## src/rtl/hazard_pkg.sv

```systemverilog
// Shared types and helpers for the frontend hazard / dispatch-throttle logic.
package hazard_pkg;

    // Redirect recovery sequence: RUN is normal operation, FLUSH is the
    // cycle after a redirect, REFILL holds fetch off while the pipe refills.
    typedef enum logic [1:0] {
        RUN    = 2'd0,
        FLUSH  = 2'd1,
        REFILL = 2'd2
    } flush_state_t;

    // Widest dispatch group any instance may use.
    localparam int MAX_LANES = 4;

    // Number of set bits in a lane vector (narrower vectors are zero-extended).
    function automatic logic [2:0] popcount(input logic [MAX_LANES-1:0] v);
        logic [2:0] c;
        c = '0;
        for (int i = 0; i < MAX_LANES; i++) begin
            c = c + {2'b00, v[i]};
        end
        return c;
    endfunction

    // Width needed to hold an occupancy count of 0..depth inclusive.
    function automatic int rob_cnt_w(input int depth);
        return $clog2(depth + 1);
    endfunction

endpackage

```

## src/rtl/hazard_unit_lane_grant.sv

```systemverilog
// Lowest-k lane selector: grants valid lanes from bit 0 upward until the
// number of free ROB slots is used up.
module lane_grant #(
    parameter int W  = 2,
    parameter int CW = 6
) (
    input  logic [W-1:0]  valid_i,
    input  logic [CW-1:0] free_i,
    output logic [W-1:0]  grant_o
);

    // Walk lanes in order, granting while slots remain.
    always_comb begin
        logic [CW-1:0] taken;
        taken   = '0;
        grant_o = '0;
        for (int i = 0; i < W; i++) begin
            if (valid_i[i] && (taken < free_i)) begin
                grant_o[i] = 1'b1;
                taken      = taken + CW'(1);
            end
        end
    end

endmodule

```

## src/rtl/hazard_unit.sv

```systemverilog
// Frontend hazard unit: ROB occupancy tracking, dispatch grant, registered
// fetch stall and redirect recovery sequencing.
// Optional performance counters are built when HAZARD_PERF_EN is defined.
module hazard_unit
    import hazard_pkg::*;
#(
    parameter  int ROB_DEPTH    = 32,
    parameter  int DISPATCH_W   = 2,
    parameter  int RETIRE_W     = 2,
    parameter  int FLUSH_CYCLES = 2,
    localparam int CW           = rob_cnt_w(ROB_DEPTH),
    localparam int RW           = $clog2(RETIRE_W + 1),
    localparam int FCW          = $clog2(FLUSH_CYCLES + 1)
) (
    input  logic                  clk,
    input  logic                  reset,
    input  logic                  busy,
    input  logic                  overwrite_pc,
    input  logic [DISPATCH_W-1:0] instruction,
    input  logic [RW-1:0]         retire_count,
    input  logic                  rs_full,
    output logic [DISPATCH_W-1:0] dispatch_grant,
    output logic [CW-1:0]         rob_count,
    output logic                  rob_full,
    output logic                  rob_empty,
    output logic                  frontend_stall,
    output logic                  flushing
`ifdef HAZARD_PERF_EN
    ,
    output logic [31:0]           stall_cycles,
    output logic [31:0]           full_cycles,
    output logic [31:0]           flush_count
`endif
);

    flush_state_t          state_q, state_d;
    logic [FCW-1:0]        cnt_q, cnt_d;
    logic [CW-1:0]         rob_q, rob_d;
    logic                  stall_q, stall_d;
    logic [CW-1:0]         free_now, free_next;
    logic [DISPATCH_W-1:0] lane_gnt;
    logic [CW:0]           tot;
    logic                  underflow;

    assign flushing       = (state_q != RUN);
    assign rob_count      = rob_q;
    assign rob_full       = (rob_q == CW'(ROB_DEPTH));
    assign rob_empty      = (rob_q == '0);
    assign frontend_stall = stall_q;
    assign free_now       = CW'(ROB_DEPTH) - rob_q;

    lane_grant #(
        .W  (DISPATCH_W),
        .CW (CW)
    ) u_lane_grant (
        .valid_i (instruction),
        .free_i  (free_now),
        .grant_o (lane_gnt)
    );

    // Nothing allocates while resetting, recovering, or when downstream is blocked.
    always_comb begin
        dispatch_grant = lane_gnt;
        if (reset || flushing || rs_full || busy) begin
            dispatch_grant = '0;
        end
    end

    // Recovery sequencing; a new redirect always restarts from FLUSH.
    always_comb begin
        state_d = state_q;
        cnt_d   = cnt_q;
        if (overwrite_pc) begin
            state_d = FLUSH;
        end else begin
            case (state_q)
                RUN: ;
                FLUSH: begin
                    if (FLUSH_CYCLES == 1) begin
                        state_d = RUN;
                        cnt_d   = '0;
                    end else begin
                        state_d = REFILL;
                        cnt_d   = FCW'(FLUSH_CYCLES - 1);
                    end
                end
                REFILL: begin
                    if (cnt_q <= FCW'(1)) begin
                        state_d = RUN;
                        cnt_d   = '0;
                    end else begin
                        cnt_d = cnt_q - FCW'(1);
                    end
                end
                default: begin
                    state_d = RUN;
                    cnt_d   = '0;
                end
            endcase
        end
    end

    // Occupancy: allocate and retire both apply; a redirect discards everything.
    always_comb begin
        tot       = {1'b0, rob_q} + (CW+1)'(popcount(MAX_LANES'(dispatch_grant)));
        underflow = ((CW+1)'(retire_count) > tot);
        if (overwrite_pc || (state_q == FLUSH)) begin
            rob_d = '0;
        end else if (underflow) begin
            rob_d = '0;
        end else begin
            rob_d = CW'(tot - (CW+1)'(retire_count));
        end
    end

    // Stall fetch next cycle if any cause holds against the next-cycle state.
    always_comb begin
        free_next = CW'(ROB_DEPTH) - rob_d;
        stall_d   = reset | busy | overwrite_pc | (state_d != RUN) | rs_full
                  | ({1'b0, free_next} < (CW+1)'(DISPATCH_W))
                  | ((instruction == '0) && (state_d == RUN));
    end

    // State registers; reset wins over every other input.
    always_ff @(posedge clk) begin
        if (reset) begin
            state_q <= RUN;
            cnt_q   <= '0;
            rob_q   <= '0;
            stall_q <= 1'b1;
        end else begin
            state_q <= state_d;
            cnt_q   <= cnt_d;
            rob_q   <= rob_d;
            stall_q <= stall_d;
        end
    end

    // Commit must never retire more entries than exist.
    a_no_underflow : assert property (@(posedge clk) disable iff (reset)
        !(underflow && !overwrite_pc && (state_q != FLUSH)));

`ifdef HAZARD_PERF_EN
    logic [31:0] stall_cyc_q, full_cyc_q, flush_cnt_q;

    assign stall_cycles = stall_cyc_q;
    assign full_cycles  = full_cyc_q;
    assign flush_count  = flush_cnt_q;

    // Saturating event counters.
    always_ff @(posedge clk) begin
        if (reset) begin
            stall_cyc_q <= '0;
            full_cyc_q  <= '0;
            flush_cnt_q <= '0;
        end else begin
            if (stall_q && (stall_cyc_q != '1)) stall_cyc_q <= stall_cyc_q + 32'd1;
            if (rob_full && (full_cyc_q != '1)) full_cyc_q <= full_cyc_q + 32'd1;
            if (overwrite_pc && (flush_cnt_q != '1)) flush_cnt_q <= flush_cnt_q + 32'd1;
        end
    end
`endif

endmodule

```

## config.mk

```make
export PLATFORM = sky130hd
export DESIGN_NAME = hazard_unit
export DESIGN_NICKNAME = d
export VERILOG_FILES = /design/src/rtl/hazard_pkg.sv /design/src/rtl/hazard_unit_lane_grant.sv /design/src/rtl/hazard_unit.sv
export SDC_FILE = /design/constraint.sdc
export NUM_CORES = 1
export LEC_CHECK = 0
export CAP_MARGIN = 20
export CORE_AREA = 4 4 61 58
export CTS_CLUSTER_DIAMETER = 60
export DETAILED_ROUTE_END_ITERATION = 10
export DIE_AREA = 0 0 65 62
export HOLD_SLACK_MARGIN = 0.12
export SLEW_MARGIN = 0
export SYNTH_ARGS = -nofsm -noshare
export SYNTH_HDL_FRONTEND = slang
export SYNTH_SLANG_ARGS = --single-unit
```

## constraint.sdc

```tcl
create_clock -name clk -period 5.8 [get_ports clk]
set_input_delay 1.16 -clock clk [delete_from_list [all_inputs] [get_ports clk]]
set_output_delay 1.16 -clock clk [all_outputs]
set_load 0.01 [all_outputs]
```

* Word level (Yosys, flattened, before mapping) *
Cells that the tools add are included.

word-level totals
  bits in registers = 11
  bits of input ports = 9
  logic and storage cells = 51
  output and inout port bits = 12

cells by class
  multiplexer cells = 11
  bitwise operators = 8
  reductions and logical operators = 14
  $lt $le $gt $ge = 5
  equal/unequal tests = 3
  add/subtract/negate cells = 6

operators with widths
  cell                                                                   number
  6-bit two-way mux                                                      2
  2-bit one-hot mux with 3 select lines                                  2
  6-bit subtractor, first input constant                                 2
  2-bit two-way mux                                                      4
  6-bit by 2-bit adder with 7-bit output                                 1
  2-bit by 7-bit greater-than comparator with 1-bit output               1
  6-bit equality test, second input constant                             1
  2-bit zero test                                                        3
  6-bit zero test                                                        1
  1-bit by 6-bit < comparator with 1-bit output                          1
  1-bit by 6-bit < comparator with 1-bit output, first input constant    1
  6-bit by 2-bit < comparator with 1-bit output, second input constant   1
  1-bit OR                                                               6
  6-bit by 2-bit subtractor with 6-bit output                            1
  1-bit logical OR                                                       4
  2-bit nonzero test                                                     2
  1-bit logical AND                                                      3
  1-bit two-way mux                                                      3
  1-bit by 1-bit adder with 2-bit output                                 1
  2-bit by 1-bit equality test with 1-bit output, second input constant  1
  2-bit equality test, second input constant                             1
  2-bit by 1-bit <= comparator with 1-bit output, second input constant  1
  1-bit inverter                                                         2
  2-bit AND reduction                                                    1
  2-bit by 1-bit subtractor with 2-bit output, second input constant     1

* Logic depth before layout (Yosys ltp) *
Gate-level depths: netlist of the first run.

  depth in word-level cells = 17
  depth in mapped cells = 18
  mapped depth without buffers = 18

* Hierarchy *
Synthesis of the first run repeated with hierarchy kept, for this count alone.

second synthesis, totals
  cell total of the unflattened synthesis = 126
  area total of the unflattened synthesis = 1086.0 sq um

modules (own cells, without submodules)
  module       cells an instance  area an instance (sq um)  instances  sequential area each (sq um)
  hazard_unit  121                1047.3                    1          220.2
  lane_grant   5                  38.8                      1          0.0

* Worst setup path after synthesis of the first run *
No wires, ideal clock.

  path kind = input-to-reg
  start point = input port reset
  end point = register stall_q (netlist: frontend_stall)
  cell stages on the path = 15
  arrival = 4390 ps
  path buffers = 0
  slack = 1315 ps
  data required time = 5704 ps
  library setup time = 96 ps
  cells stage by stage = nor3_1 > nand3_1 > a21oi_1 > fa_1 > ha_1 > ha_1 > nor2b_1 > o21ai_1 > nor4b_1 > or3_1 > or2_1 > ha_1 > a2111oi_4 > mux2i_1 > o41ai_2

between the ends
  longest elaborated chain between the ends = 13
  elaborated cells on any way between the ends = 18
  classes of those cells = add/sub (4); order compare (2); mux (3); bitwise (6); reduce/logical (3)

ends and longest elaborated chain
  what                                                                                                                     line                                    text
  start, declared                                                                                                          hazard_unit.sv:16                       input logic reset,
  1-bit logical OR (*) (3 in series)                                                                                       hazard_unit.sv:64                       if (reset || flushing || rs_full || busy) begin
  2-bit two-way mux (*)                                                                                                    hazard_unit.sv:64
  via dispatch_grant[0]                                                                                                    hazard_unit.sv:22                       output logic [DISPATCH_W-1:0] dispatch_grant,
  1-bit by 1-bit adder with 2-bit output (*)                                                                               hazard_pkg.sv:20                        c = c + {2'b00, v[i]};
  6-bit by 2-bit adder with 7-bit output (*)                                                                               hazard_unit.sv:105                      tot = {1'b0, rob_q} + (CW+1)'(popcount(MAX_LANES'(dispatch_grant)));
  6-bit by 2-bit subtractor with 6-bit output or 2-bit by 7-bit greater-than comparator with 1-bit output (tied branches)  hazard_unit.sv:112, hazard_unit.sv:106
  6-bit two-way mux (*)                                                                                                    hazard_unit.sv:109                      end else if (underflow) begin
  6-bit two-way mux (*)                                                                                                    hazard_unit.sv:107                      if (overwrite_pc || (state_q == FLUSH)) begin
  6-bit subtractor (*)                                                                                                     hazard_unit.sv:118                      free_next = CW'(ROB_DEPTH) - rob_d;
  6-bit by 2-bit < comparator with 1-bit output (*)                                                                        hazard_unit.sv:120                      | ({1'b0, free_next} < (CW+1)'(DISPATCH_W))
  1-bit OR (*)                                                                                                             hazard_unit.sv:120
  1-bit OR (*)                                                                                                             hazard_unit.sv:121                      | ((instruction == '0) && (state_d == RUN));
  end signal, assigned                                                                                                     hazard_unit.sv:135                      stall_q <= stall_d;
  end, declared                                                                                                            hazard_unit.sv:39                       logic stall_q, stall_d;

The timed path passes the listed nets; every way through them passes the cells marked *.
A chain may end at the register's enable or synchronous reset.

* Final worst setup path of the first run *
  start point = input port reset
  end point = register stall_q (netlist: frontend_stall)

between the ends
  longest elaborated chain between the ends = 13
  elaborated cells on any way between the ends = 18
  classes of those cells = add/sub (4); order compare (2); mux (3); bitwise (6); reduce/logical (3)

ends and longest elaborated chain
  what                                                                                                                     line
  1-bit logical OR (3 in series)                                                                                           hazard_unit.sv:64
  2-bit two-way mux                                                                                                        hazard_unit.sv:64
  1-bit by 1-bit adder with 2-bit output                                                                                   hazard_pkg.sv:20
  6-bit by 2-bit adder with 7-bit output                                                                                   hazard_unit.sv:105
  6-bit by 2-bit subtractor with 6-bit output or 2-bit by 7-bit greater-than comparator with 1-bit output (tied branches)  hazard_unit.sv:112, hazard_unit.sv:106
  6-bit two-way mux                                                                                                        hazard_unit.sv:109
  6-bit two-way mux                                                                                                        hazard_unit.sv:107
  6-bit subtractor                                                                                                         hazard_unit.sv:118
  6-bit by 2-bit < comparator with 1-bit output                                                                            hazard_unit.sv:120
  1-bit OR                                                                                                                 hazard_unit.sv:120
  1-bit OR                                                                                                                 hazard_unit.sv:121

Several ways; a longest one is shown, not always the timed one.

==> flow_summary.json, run 1 <==
{
  "die_x_um": 65,
  "finalCritPeriodShare_pct": 84.4,
  "whs_ns": 0.460,
  "synth_top_area_share_pct": 23.0,
  "drt_iter0_drc": 61,
  "vias": 858,
  "finalNetCount": 157,
  "drc": 0,
  "critPathMaxStageDelay_ns": 0.50,
  "core-area_mm2": 0.00292,
  "met2WireLength_mm": 1.08,
  "synth.area.top_cells": "dfxtp_1 (23%), ha_1 (16%), nor2_1 (5.9%), xnor2_1 (4.6%), fa_1 (4.2%)",
  "hold_buffers": 0,
  "clockBufferDepth": 2,
  "cp_cell_sequence": "clkdlybuf4s50_1 > nor3_1 > nand3_1 > a21oi_1 > fa_1 > ha_1 > ha_1 > nor2b_1 > o21ai_1 > nor4b_1 > or3_1 > or2_1 > ha_1 > a2111oi_4 > mux2i_1 > o41ai_2",
  "viasPerCell": 4.90,
  "drv_slew": 0,
  "gp_congestion": 0.880,
  "clk_transition_reported_paths_ns": 0.08,
  "setup_viol": 0,
  "crit_fanout": 6,
  "synth_enable_flop_cells": 0,
  "status": "finished clean",
  "synth.distinct_cells": 35,
  "yosysMostFrequentCell": "nor2_1",
  "hpwlAfterDp_mm": 1.84,
  "worstPathArrival_ns": 5.08,
  "ir_worst_vdd_v": 0.0000986,
  "fin_crit_ns": 4.89,
  "start_kind": "input port",
  "initial_core_util_pct": 32.7,
  "synth_ff_type": "dfxtp_1",
  "postRouteAntennaNets": 0,
  "syn_nets": 135,
  "skew_ns": 0.00868,
  "max_freq_mhz": 204,
  "rsz0062_at_grt": "no",
  "critical_path.slowest_cell": "clkdlybuf4s50_1",
  "post_cts_resized": 0,
  "synth.avg_cell_area_um2": 8.53,
  "yosys_warnings": 0,
  "cp_common_cell": "ha_1",
  "required_ns": 5.99,
  "yosysTopAreaCell": "dfxtp_1",
  "holdCritPathClass": "reg -> reg",
  "wl_met3_um": 100,
  "ys_seq_elements": 11,
  "clk_latency_ns": 0.28,
  "die_area_mm2": 0.00403,
  "r2r_slack_ns": 1.24,
  "numCtsBuffers": 3,
  "ys_seq_area_share_pct": 23.0,
  "syn-cell-area_um2": 956,
  "cts_tree": "yes",
  "h-tree-depth": 1,
  "setup_tns_ns": 0,
  "postSynthCellCount": 112,
  "grt_usage_pct": 11.9,
  "grt_max_degree": 10,
  "portBuffers": 20,
  "antenna_found_initial": 0,
  "max_cap_violations": 0,
  "wirelength_mm": 2.17,
  "grt_pass1_vias": 873,
  "top_layer": "met4",
  "drive_gt1_share_pct": 5.26,
  "worst_setup_path_end_kind": "register",
  "async_flop_share_pct": 0,
  "syn_to_final_growth_pct": 27.6,
  "powerDensity_mw_per_mm2": 198,
  "synthTopCellsByCount": "nor2_1 (15), ha_1 (12), dfxtp_1 (11)",
  "slew_headroom_pct": 67.4,
  "fp.dieH_um": 62,
  "wl_met1_um": 977,
  "cts_root_buf": "clkbuf_4",
  "clkSinkCount": 11,
  "grt_pass1_wl_mm": 3.71,
  "rows": 19,
  "antenna_cells": 0,
  "finalHoldViolCount": 0,
  "power_leakage_nw": 0.484,
  "io_pins": 21,
  "wire_per_inst_um": 12.4,
  "fill_cells": 308,
  "grt_remaining_overflow": 0,
  "tightestPinTransition_ns": 0.485,
  "dr.pass1.iters": 4,
  "critPathKind": "in -> reg",
  "post_cts_buffers": 0
}
-- critical path, delay by kind of cell --
kind	cells	cell delay, ns
AO/OA/AOI/OAI	4	0.92
buffers and inverters	1	0.50
multiplexers	1	0.13
AND/OR/NAND/NOR	6	1.26
adder cells (fa/ha/maj)	4	1.11
-- per-layer routing --
layer	vias to the layer above	global-route usage [%]
li1	431	-
met1	404	14.7
met2	19	20.1
met3	4	2.88
met4	0	5.12
met5	-	0
-- through the flow --
stage	power, mW	std cells	util (%)	cell area (µm²)	worst slack, ns
final	0.241	175	41.7	1220	0.907
after global routing	0.258	175	41.7	1220	0.567
after CTS	0.245	175	41.7	1220	0.846
after detailed placement	0.189	171	40.8	1190	0.565
after global placement	0.186	171	40.8	1190	0.707
after floorplan	0.154	112	-	956	1.31
-- layout by cell type (no fill, tap or decap), types with 2 or more instances in the layout --
cell type | netlist | final
or2_1 | 2 | 2
clkbuf_4 | 0 | 3
xor2_1 | 3 | 3
xnor2_1 | 5 | 5
nor4b_1 | 3 | 3
nor3_1 | 3 | 3
nor2b_1 | 3 | 3
nand3_1 | 6 | 6
nor2_1 | 15 | 15
clkdlybuf4s50_1 | 0 | 20
nand2_1 | 3 | 3
a211oi_1 | 2 | 2
dfxtp_1 | 11 | 11
mux2i_1 | 2 | 2
o21ai_0 | 2 | 2
inv_1 | 10 | 10
ha_1 | 12 | 12
fa_1 | 2 | 2
a21oi_1 | 7 | 7
nand2b_1 | 2 | 2
or3_1 | 2 | 2
-- layout make-up --
type	count	area [µm²]	share of cell area, %
Inverter	10	37.5	3.08
Sequential cell	11	220	18.1
Timing Repair Buffer	20	200	16.4
Tap cell	42	52.6	4.31
Clock buffer	4	26.3	2.15
Multi-Input combinational cell	88	683	56.0
-- cells by family after synthesis --
group	after synthesis	share of synthesized area (%)
AOI/OAI and AO/OA	19	16.1
DFF	11	23.0
buffers and inverters	13	5.50
muxes	2	2.09
adders and majority gates	14	19.9
xor gates and xnor gates	9	9.03
and+or+nand+nor	44	24.3
-- where the power goes --
part           switching (mW)  internal [mW]  leakage, nW
registers             0.00773         0.0797       0.0896
logic                  0.0496         0.0494        0.379
clock network          0.0282         0.0267       0.0150
total                  0.0855          0.156        0.484
-- registers in the layout (all words and copies together), names as in the netlist --
name            cells
cnt_q               2
state_q             2
frontend_stall      1
rob_count           6
-- worst paths after layout --
path / from / endpoint / cells after the start
worst min register to register: cnt_q[1] / cnt_q[1] / 2
worst min-delay path: cnt_q[1] / cnt_q[1] / 2
worst max register to register: rob_count[1] / frontend_stall / 18
worst max-delay path: reset / frontend_stall / 16
Power figures use the tool's default switching activity.
==> run 2, diff against run 1 <==
clock period = 4.3 ns   (was 5.8 ns; I/O delays follow)
==> flow_summary.json, run 2 (same netlist as run 1, synthesis figures left out) <==
{
  "clkSinkCount": 11,
  "grt_remaining_overflow": 0,
  "fin_crit_ns": 4.17,
  "critical_path.slowest_cell": "clkdlybuf4s50_1",
  "h-tree-depth": 1,
  "gp_congestion": 0.839,
  "final_cell_mix": "buf_4 (31), clkdlybuf4s50_1 (16), nor2_1 (15)",
  "start_kind": "input port",
  "dr.pass1.iters": 4,
  "die_area_mm2": 0.00403,
  "min-delay-start": "cnt_q[1]",
  "setup_tns_ns": 0,
  "clockBufferDepth": 2,
  "vias": 995,
  "crit_family": "adder cells",
  "crit_fanout": 3,
  "antenna_cells": 0,
  "tightestPinTransition_ns": 0.448,
  "reg2reg_depth": 18,
  "critPathMaxStageDelay_ns": 0.42,
  "startpoint": "instruction[1]",
  "io_pins": 21,
  "setup_viol": 0,
  "finalCritPeriodShare_pct": 97.1,
  "clk_transition_reported_paths_ns": 0.08,
  "finalNetCount": 188,
  "antenna_found_initial": 0,
  "drv_slew": 0,
  "cp_common_cell": "ha_4",
  "viasPerCell": 4.83,
  "drive_gt1_share_pct": 35.4,
  "layout_commonest_cell": "buf_4",
  "drc": 0,
  "syn_to_final_growth_pct": 66.2,
  "cts_root_buf": "clkbuf_4",
  "cp.depth": 15,
  "slew_headroom_pct": 69.9,
  "holdCritPathClass": "reg -> reg",
  "max_cap_violations": 0,
  "hold_buffers": 0,
  "worst_setup_path_end_kind": "register",
  "powerDensity_mw_per_mm2": 244,
  "status": "finished clean",
  "whs_ns": 0.477,
  "fill_cells": 292,
  "hpwlAfterDp_mm": 2.12,
  "critPathKind": "in -> reg",
  "largest_reg_flops": 6,
  "skew_ns": 0.00700,
  "critPathBufInv": 1,
  "numCtsBuffers": 3,
  "required_ns": 4.48,
  "die_x_um": 65,
  "power_leakage_nw": 0.711,
  "worstHoldPathCells": 2,
  "clk_latency_ns": 0.27,
  "wirelength_mm": 2.76,
  "postRouteAntennaNets": 0,
  "initial_core_util_pct": 32.7,
  "max_freq_mhz": 240,
  "fp.dieH_um": 62,
  "grt_max_degree": 9,
  "rows": 19,
  "drt_iter0_drc": 20,
  "finalHoldViolCount": 0,
  "r2r_start": "rob_count[1]",
  "grt_usage_pct": 13.2,
  "cp_cell_sequence": "clkdlybuf4s50_1 > nand3_1 > a21oi_4 > fa_2 > ha_4 > ha_4 > nor2b_4 > o21ai_4 > nor4b_4 > or3_4 > or2_1 > ha_2 > a2111oi_4 > mux2i_1 > o41ai_2",
  "grt_pass1_wl_mm": 4.15,
  "wire_per_inst_um": 13.4,
  "cts_tree": "yes",
  "ir_worst_vdd_v": 0.000152,
  "grt_pass1_vias": 986,
  "core-area_mm2": 0.00292,
  "rsz0062_at_grt": "yes",
  "portBuffers": 20,
  "worstPathArrival_ns": 4.36
}
## run 2: cell types whose count changed in the layout (fill, tap and decap cells not counted), sizes merged
cell,before,now
dlymetal6s2s,0,4
clkdlybuf4s50,20,16
buf,0,31
## run 2: layer usage
metal	global-route usage, %	vias up	wire, µm
met1	15.0	481	1210
met3	2.52	2	85
li1	-	493	-
met5	0	-	0
met4	4.82	0	9
met2	25.1	19	1460
## run 2: layout make-up
class | count | area, µm² | share of cell area, %
timing repair buffer | 51 | 443 | 27.9
clock buffer | 4 | 26.3 | 1.65
tap | 42 | 52.6 | 3.31
inverter | 10 | 37.5 | 2.36
sequential | 11 | 223 | 14.0
multi-input combinational | 88 | 807 | 50.8
## run 2: through the flow
step	instance area [µm²]	total power, mW	utilization (%)	setup slack, ns	instances
2_1_floorplan	970	0.210	-	0.0596	112
3_3_place_gp	1400	0.282	48.0	-0.254	197
3_5_place_dp	1400	0.285	48.0	-0.391	197
4_1_cts	1440	0.360	49.2	0.0259	201
5_1_grt	1590	0.412	54.3	-0.0923	206
6_report	1590	0.387	54.3	0.126	206
## run 2: repair_timing
| action | in CTS | in global routing |
|---|---|---|
| buffers inserted | 0 | 5 |
| pin swaps | 1 | 17 |
| gates resized for setup | 3 | 23 |
| cloned | 0 | 0 |
| endpoints found under the setup margin | 1 | 1 |
| endpoints found under the hold margin | 0 | 0 |
## run 2: final timing paths
check | to | slack (ns)
worst min register to register | cnt_q[1] | 0.48
worst max-delay path | frontend_stall | 0.13
worst min-delay path | cnt_q[1] | 0.48
worst max register to register | frontend_stall | 0.14
## run 2: worst register-to-register path, stage by stage, from the launching register on
cell and delay, ns:
dfxtp_2 0.33, inv_2 0.07, ha_4 0.14, nor4b_4 0.19, and2_4 0.18, a32o_2 0.21
a21oi_4 0.08, fa_2 0.41, ha_4 0.30, ha_4 0.20, nor2b_4 0.13, o21ai_4 0.17
nor4b_4 0.07, or3_4 0.40, or2_1 0.24, ha_2 0.21, a2111oi_4 0.33, mux2i_1 0.13
o41ai_2 0.30
## run 2: power breakdown
| part | switching [mW] | leakage (nW) | internal, mW | total, mW |
|---|---|---|---|---|
| logic | 0.0907 | 0.606 | 0.109 | 0.200 |
| registers | 0.00654 | 0.0905 | 0.108 | 0.114 |
| clock network | 0.0371 | 0.0150 | 0.0359 | 0.0730 |
| total | 0.134 | 0.711 | 0.253 | 0.387 |
